### config.mk
export PLATFORM = sky130hd
export DESIGN_NAME = hash_response_serializer
export DESIGN_NICKNAME = d
export VERILOG_FILES = /design/src/rtl/hash_stream_pkg.sv /design/src/rtl/last_flag_fifo.sv /design/src/rtl/hash_response_serializer.sv
export SDC_FILE = /design/constraint.sdc
export NUM_CORES = 1
export LEC_CHECK = 0
export ABC_AREA = 0
export BUFFER_PORTS_ARGS = -buffer_cell sky130_fd_sc_hd__buf_2
export CAP_MARGIN = 20
export CORE_UTILIZATION = 26
export CTS_CLUSTER_DIAMETER = 120
export DETAILED_ROUTE_END_ITERATION = 10
export PLACE_DENSITY_LB_ADDON = 0.15
export SYNTH_ARGS = -nofsm -noshare
export SYNTH_HDL_FRONTEND = slang
export SYNTH_SLANG_ARGS = --single-unit
### constraint.sdc
create_clock -name clk -period 3.3 [get_ports clk]
set_clock_uncertainty 0.15 [all_clocks]
set_input_delay 0.33 -clock clk [delete_from_list [all_inputs] [get_ports clk]]
set_output_delay 0.33 -clock clk [all_outputs]
set_load 0.02 [all_outputs]
### src/rtl/hash_stream_pkg.sv
// Shared constants and types for the hash-table response stream path.
package hash_stream_pkg;

  // Response word layout and output beat width
  localparam int RESP_WIDTH = 64;
  localparam int BEAT_WIDTH = 32;
  localparam int FLAG_LSB   = 60;
  localparam int NUM_FLAGS  = 4;

  // Status flag indices, relative to FLAG_LSB
  localparam int NO_DEL      = 0;
  localparam int NO_SPACE    = 1;
  localparam int NOT_FOUND   = 2;
  localparam int KEY_PRESENT = 3;

  // Serializer state: nothing held, low beat on the bus, high beat on the bus
  typedef enum logic [1:0] {
    EMPTY = 2'd0,
    LOW   = 2'd1,
    HIGH  = 2'd2
  } ser_state_e;

endpackage

### src/rtl/last_flag_fifo.sv
// 1-bit FIFO holding the last flag of each accepted request until its response
// has been fully sent. Pointers carry one extra wrap bit to tell full from empty.
// Both the head and the entry behind it are visible so the serializer can pick
// up the next response's flag in the same cycle the current one is popped.
module last_flag_fifo #(
  parameter int DEPTH = 16
) (
  input  logic                   clk,
  input  logic                   reset,
  input  logic                   push,
  input  logic                   din,
  input  logic                   pop,
  output logic                   head,
  output logic                   second,
  output logic [$clog2(DEPTH):0] count,
  output logic                   full,
  output logic                   empty
);

  localparam int AW = $clog2(DEPTH);

  logic            mem [DEPTH];
  logic [AW:0]     wr_ptr_reg;
  logic [AW:0]     rd_ptr_reg;
  logic [AW-1:0]   rd_addr_next;
  logic            do_push;
  logic            do_pop;

  assign empty = (wr_ptr_reg == rd_ptr_reg);
  assign full  = (wr_ptr_reg[AW] != rd_ptr_reg[AW]) &&
                 (wr_ptr_reg[AW-1:0] == rd_ptr_reg[AW-1:0]);
  assign count = wr_ptr_reg - rd_ptr_reg;

  // A pop frees a slot, so a push into a full FIFO is accepted when it pops too
  assign do_pop  = pop && !empty;
  assign do_push = push && (!full || do_pop);

  assign rd_addr_next = rd_ptr_reg[AW-1:0] + AW'(1);
  assign head         = mem[rd_ptr_reg[AW-1:0]];
  assign second       = mem[rd_addr_next];

  // Pointer update; reset discards all stored flags
  always_ff @(posedge clk or negedge reset) begin
    if (!reset) begin
      wr_ptr_reg <= '0;
      rd_ptr_reg <= '0;
    end else begin
      if (do_push) wr_ptr_reg <= wr_ptr_reg + (AW+1)'(1);
      if (do_pop)  rd_ptr_reg <= rd_ptr_reg + (AW+1)'(1);
    end
  end

  // Flag storage; contents are meaningless until written, so no reset
  always_ff @(posedge clk) begin
    if (do_push) mem[wr_ptr_reg[AW-1:0]] <= din;
  end

endmodule

### src/rtl/hash_response_serializer.sv
// Splits each 64-bit hash-table response into two 32-bit stream beats, re-attaches
// the request last flag (tracked in-order through last_flag_fifo) to the high beat,
// and keeps saturating response / status-flag counters plus sticky error flags.
module hash_response_serializer
  import hash_stream_pkg::*;
#(
  parameter int DATA_WIDTH      = 25,
  parameter int LAST_FIFO_DEPTH = 16,
  parameter int CNT_WIDTH       = 16
) (
  input  logic                           clk,
  input  logic                           reset,
  input  logic                           req_valid_i,
  input  logic                           req_ready_i,
  input  logic                           req_last_i,
  input  logic [RESP_WIDTH-1:0]          resp_data_i,
  input  logic                           resp_valid_i,
  output logic                           resp_ready_o,
  output logic [BEAT_WIDTH-1:0]          m_data_o,
  output logic                           m_valid_o,
  output logic                           m_last_o,
  input  logic                           m_ready_i,
  output logic [CNT_WIDTH-1:0]           cnt_resp_o,
  output logic [NUM_FLAGS*CNT_WIDTH-1:0] cnt_flag_o,
  output logic                           err_overflow_o,
  output logic                           err_underflow_o
);

  localparam int PTR_W = $clog2(LAST_FIFO_DEPTH);

  ser_state_e             state_reg;
  ser_state_e             state_next;
  logic [RESP_WIDTH-1:0]  resp_mask;
  logic [RESP_WIDTH-1:0]  resp_word;
  logic [RESP_WIDTH-1:0]  word_reg;
  logic                   last_reg;
  logic                   owned_reg;
  logic                   accept;
  logic                   high_done;
  logic                   entry_avail;
  logic                   entry_last;

  logic                   fifo_push;
  logic                   fifo_pop;
  logic                   fifo_head;
  logic                   fifo_second;
  logic [PTR_W:0]         fifo_count;
  logic                   fifo_full;
  logic                   fifo_empty;

  logic [BEAT_WIDTH-1:0]  m_data_reg;
  logic [BEAT_WIDTH-1:0]  m_data_next;
  logic                   m_valid_reg;
  logic                   m_valid_next;
  logic                   m_last_reg;
  logic                   m_last_next;

  logic [CNT_WIDTH-1:0]   cnt_resp_reg;
  logic                   err_overflow_reg;
  logic                   err_underflow_reg;

  // Only the read-data field and the status flags are meaningful; the gap
  // between them is forced to zero so stray bits never reach the stream.
  for (genvar gi = 0; gi < RESP_WIDTH; gi++) begin : g_mask
    assign resp_mask[gi] = (gi < DATA_WIDTH) || (gi >= FLAG_LSB);
  end
  assign resp_word = resp_data_i & resp_mask;

  // Handshakes: a new word is taken when idle, or as the high beat leaves
  assign high_done    = (state_reg == HIGH) && m_ready_i;
  assign resp_ready_o = (state_reg == EMPTY) || high_done;
  assign accept       = resp_valid_i && resp_ready_o;

  // Only pop when the outgoing response actually took a FIFO entry
  assign fifo_push = req_valid_i && req_ready_i;
  assign fifo_pop  = high_done && owned_reg;

  last_flag_fifo #(
    .DEPTH (LAST_FIFO_DEPTH)
  ) u_last_fifo (
    .clk    (clk),
    .reset  (reset),
    .push   (fifo_push),
    .din    (req_last_i),
    .pop    (fifo_pop),
    .head   (fifo_head),
    .second (fifo_second),
    .count  (fifo_count),
    .full   (fifo_full),
    .empty  (fifo_empty)
  );

  // Pick the flag belonging to the word being accepted; if the head is being
  // popped this cycle the new word's flag is the entry behind it.
  always_comb begin
    entry_avail = 1'b0;
    entry_last  = 1'b1;
    if (fifo_pop) begin
      entry_avail = (fifo_count > (PTR_W+1)'(1));
      if (entry_avail) entry_last = fifo_second;
    end else begin
      entry_avail = !fifo_empty;
      if (entry_avail) entry_last = fifo_head;
    end
  end

  // State register
  always_ff @(posedge clk or negedge reset) begin
    if (!reset) state_reg <= EMPTY;
    else        state_reg <= state_next;
  end

  // Next-state logic
  always_comb begin
    state_next = state_reg;
    case (state_reg)
      EMPTY: if (resp_valid_i) state_next = LOW;
      LOW:   if (m_ready_i)    state_next = HIGH;
      HIGH:  if (m_ready_i)    state_next = resp_valid_i ? LOW : EMPTY;
      default:                 state_next = EMPTY;
    endcase
  end

  // Output decode for the beat presented in the next cycle
  always_comb begin
    m_data_next  = '0;
    m_valid_next = 1'b0;
    m_last_next  = 1'b0;
    case (state_next)
      LOW: begin
        m_valid_next = 1'b1;
        m_data_next  = accept ? resp_word[BEAT_WIDTH-1:0] : word_reg[BEAT_WIDTH-1:0];
      end
      HIGH: begin
        m_valid_next = 1'b1;
        m_data_next  = word_reg[RESP_WIDTH-1:BEAT_WIDTH];
        m_last_next  = last_reg;
      end
      default: ;
    endcase
  end

  // Registered stream outputs; they only change on a handshake or new word
  always_ff @(posedge clk or negedge reset) begin
    if (!reset) begin
      m_data_reg  <= '0;
      m_valid_reg <= 1'b0;
      m_last_reg  <= 1'b0;
    end else begin
      m_data_reg  <= m_data_next;
      m_valid_reg <= m_valid_next;
      m_last_reg  <= m_last_next;
    end
  end

  assign m_data_o  = m_data_reg;
  assign m_valid_o = m_valid_reg;
  assign m_last_o  = m_last_reg;

  // Hold the accepted word with its last flag and FIFO-ownership marker
  always_ff @(posedge clk or negedge reset) begin
    if (!reset) begin
      word_reg  <= '0;
      last_reg  <= 1'b0;
      owned_reg <= 1'b0;
    end else if (accept) begin
      word_reg  <= resp_word;
      last_reg  <= entry_last;
      owned_reg <= entry_avail;
    end
  end

  // Sticky error flags, cleared only by reset
  always_ff @(posedge clk or negedge reset) begin
    if (!reset) begin
      err_overflow_reg  <= 1'b0;
      err_underflow_reg <= 1'b0;
    end else begin
      if (fifo_push && fifo_full && !fifo_pop) err_overflow_reg  <= 1'b1;
      if (accept && !entry_avail)             err_underflow_reg <= 1'b1;
    end
  end

  assign err_overflow_o  = err_overflow_reg;
  assign err_underflow_o = err_underflow_reg;

  // Completed-response counter, saturating at all-ones
  always_ff @(posedge clk or negedge reset) begin
    if (!reset)                               cnt_resp_reg <= '0;
    else if (high_done && (cnt_resp_reg != '1)) cnt_resp_reg <= cnt_resp_reg + CNT_WIDTH'(1);
  end

  assign cnt_resp_o = cnt_resp_reg;

  // Per-flag counters, bumped when a response carrying that flag completes
  for (genvar gi = 0; gi < NUM_FLAGS; gi++) begin : g_flag_cnt
    logic [CNT_WIDTH-1:0] cnt_reg;

    // Saturating count of completed responses with flag gi set
    always_ff @(posedge clk or negedge reset) begin
      if (!reset) begin
        cnt_reg <= '0;
      end else if (high_done && word_reg[FLAG_LSB+gi] && (cnt_reg != '1)) begin
        cnt_reg <= cnt_reg + CNT_WIDTH'(1);
      end
    end

    assign cnt_flag_o[gi*CNT_WIDTH +: CNT_WIDTH] = cnt_reg;
  end

endmodule

==> results.sh <==
export IMPL_drc_errors=0
export IMPL_syn_area_um2=7650
export IMPL_ios=188
export IMPL_clk_insertion_delay_late_ns=0.44
export IMPL_cts_sinks=172
export IMPL_die_x_um=174
export IMPL_seq_area_um2=4380
export IMPL_r2r_slack_ns=0.78
export IMPL_period_minus_slack_ns=2.52
export IMPL_grt_usage=0.121
export IMPL_layout_nets=892
export IMPL_ir_worst_vdd_mv=0.284
export IMPL_pwr_share_clk=0.280
export IMPL_post_cts_buffers=0
export IMPL_p_leak_nw=4.64
export IMPL_postRouteAntennaNets=0
export IMPL_cts_tree="done"
export IMPL_numCtsBuffers=17
export IMPL_diodes=0
export IMPL_num_vias=5112
export IMPL_ys_seq_area_frac=0.573
export IMPL_crit_path_max_fanout=8
export IMPL_place_inst=1137
export IMPL_finalWeightedCongestion=0.715
export IMPL_antenna_found_initial=0
export IMPL_initial_core_util=0.265
export IMPL_outcome="complete, no violations"
export IMPL_hpwl_mm=11.8
export IMPL_synth_edf_count=16
export IMPL_internal_power_w=0.00464
export IMPL_first_pass_iters=5
export IMPL_setup_violations_final=0
export IMPL_p_total_w=0.00709
export IMPL_slew_headroom=0.595
export IMPL_clockRootBuffer="clkbuf_16"
export IMPL_worstMarginPinSlew_ns=0.604
export IMPL_fin_util=0.338
export IMPL_rsz0062_at_grt="false"
export IMPL_cp_arrival_ns=2.75
export IMPL_portBuffers=149
export IMPL_slowest_delay_ns=0.54
export IMPL_drive_above_1_share=0.289
export IMPL_postCtsHoldBufs=32
export IMPL_synthesis_instances=612
export IMPL_max_freq_mhz=397
export IMPL_htree_levels=4
export IMPL_crit_chain="inv_1, ha_1, nand4_1, a211oi_2, a31o_2, dlygate4sd3_1"
export IMPL_clkTransAtPathRegs_ns=0.08
export IMPL_endpoint_kind="flip-flop"
export IMPL_drv_slew=0
export IMPL_rows=62
export IMPL_tns_ns=0
export IMPL_switching_share=0.346
export IMPL_reg2reg_depth=6
export IMPL_async_reset_ff_frac=0.907
export IMPL_synth_area_per_cell_um2=12.5
export IMPL_grt_max_degree=60
export IMPL_synth_warnings=0
export IMPL_min_delay_path_class="input port to flip-flop"
export IMPL_grt_first_pass_wirelength_mm=28.6
export IMPL_yosysUniqueCellTypes=60
export IMPL_crit_required_ns=3.53
export IMPL_routedWlPerCell_um=14.2
export IMPL_largest_register_ffs=64
export IMPL_n_fill_cell=2945
export IMPL_critPathCapture="err_overflow_o$_DFFE_PN0P_"
export IMPL_synth_area_leader_cell="dfrtp_1"
export IMPL_pwr_share_comb=0.304
export IMPL_die_h_um=174
export IMPL_p_switching_w=0.00245
export IMPL_rr_startpoint="u_last_fifo.rd_ptr_reg[2]$_DFFE_PN0P_"
export IMPL_gr_total_overflow=0
export IMPL_vias_per_cell=4.26
export IMPL_grt_pass1_vias=5262
export IMPL_crit_start="u_last_fifo.rd_ptr_reg[2]$_DFFE_PN0P_"
export IMPL_synth_ff_type="dfrtp_1"
export IMPL_seqPwrFrac=0.416
export IMPL_routed_wl_mm=17.1
export IMPL_drtIter0Drc=280
export IMPL_final_cells=1201
export IMPL_fin_crit_sh=0.763
export IMPL_dieArea_um2=30100
export IMPL_core_um2=28900
export IMPL_netlist_area_leader_share=0.510
export IMPL_place_area_um2=8860
export IMPL_r2r_end="err_overflow_o$_DFFE_PN0P_"
export IMPL_multiInputGateArea_um2=3100
export IMPL_powerDensity_nw_per_um2=727
export IMPL_area_growth_pct=27.4
export IMPL_crit_slowest_cell="dlygate4sd3_1"
export IMPL_ys_seq_elements=172
export IMPL_synthTopCellsByArea="dfrtp_1 (51%), xnor2_1 (6.5%), edfxtp_1 (6.3%)"
export IMPL_crit_type="flip-flop to flip-flop"
export IMPL_cts_resized=0
export IMPL_cp_start_kind="flip-flop"
export IMPL_clockBufferDepth=2
export IMPL_hold_violations=0
export IMPL_drv_cap=0
export IMPL_design_area_um2=9750
-- power groups by stage --
stage | sequential (W) | combinational [W] | clock [W]
2_1_floorplan | 0.00317 | 0.00131 | 0
3_3_place_gp | 0.00299 | 0.00215 | 0
3_5_place_dp | 0.00299 | 0.00216 | 0
4_1_cts | 0.00296 | 0.00220 | 0.00207
5_1_grt | 0.00303 | 0.00237 | 0.00216
6_report | 0.00295 | 0.00215 | 0.00198
-- routing by layer --
metal	GRT usage	wire length [um]
met1	0.158	8120
met2	0.190	7980
met3	0.0360	764
met4	0.0417	211
met5	0	0
-- critical path, delay by kind of cell (launching register included) --
kind | cells | cell delay, ns
fa+ha+maj | 1 | 0.37
buf+inv | 2 | 0.66
compound gates | 2 | 0.61
flops | 1 | 0.51
simple gates | 1 | 0.17
-- Yosys cell counts (all sizes together), types with 8 or more instances --
cell    instances
and3           11
nand2          57
xnor2          57
mux4            8
mux2           32
nor3           12
dfrtp         156
nand3          29
nor2           41
xor2           29
and4            9
nor2b          25
buf            13
inv            16
nand4          30
edfxtp         16
ha             16
-- final cells by class --
type,instances,share of cell area
clock buffers,19,0.0464
clock inverters,13,0.0123
well taps,384,0.0493
inverters,16,0.00616
repair buffers,189,0.119
multi-input cells,408,0.318
flip-flops and latches,172,0.450
-- stage by stage --
stage | setup slack, ns | hold slack [ns]
detailed placement | 0.829 | 0.171
global placement | 0.865 | 0.169
global route | 0.646 | 0.0923
finish | 0.783 | 0.0839
floorplan | 1.04 | -0.116
CTS | 0.792 | 0.0528
-- cell usage in the layout, fill, tap and decap left out, types with 3 or more instances in the layout --
master	count
inv_8	4
edfxtp_1	16
and4_1	7
inv_1	15
xor2_1	29
a21oi_1	4
ha_1	16
dfrtp_1	156
nor2_1	38
nand4_1	29
mux2_4	21
and2_1	6
dlygate4sd3_1	32
nor2_2	3
xnor2_1	57
mux4_1	4
and3_1	11
buf_4	6
inv_6	5
conb_1	3
clkbuf_16	17
nand2_1	56
mux4_2	4
nand3_1	25
nor3_1	12
nand3_2	4
mux2_1	7
buf_2	148
nor2b_1	25
mux2_2	4
nand2b_1	4
-- cell families after synthesis --
kind of cell / Yosys count / share of synthesized area
AND/OR/NAND/NOR: 234 / 0.163
flip-flops: 172 / 0.573
XOR/XNOR: 86 / 0.0984
multiplexers: 41 / 0.0842
buffers and inverters: 34 / 0.0239
AO/OA/AOI/OAI: 27 / 0.0286
adder cells (fa/ha/maj): 17 / 0.0288
other: 1 / 0.000490
-- worst min path at each step --
stage,end,startpoint,cells past startpoint
final,state_reg[0]$_DFF_PN0_,resp_valid_i,3
after global routing,state_reg[0]$_DFF_PN0_,resp_valid_i,3
after CTS,state_reg[0]$_DFF_PN0_,resp_valid_i,3
after detailed placement,word_reg[23]$_DFFE_PN0P_,reset,1
after global placement,word_reg[8]$_DFFE_PN0P_,reset,1
after floorplan,cnt_resp_o[0]$_DFFE_PN0P_,reset,0
Power figures use the tool's default switching activity.
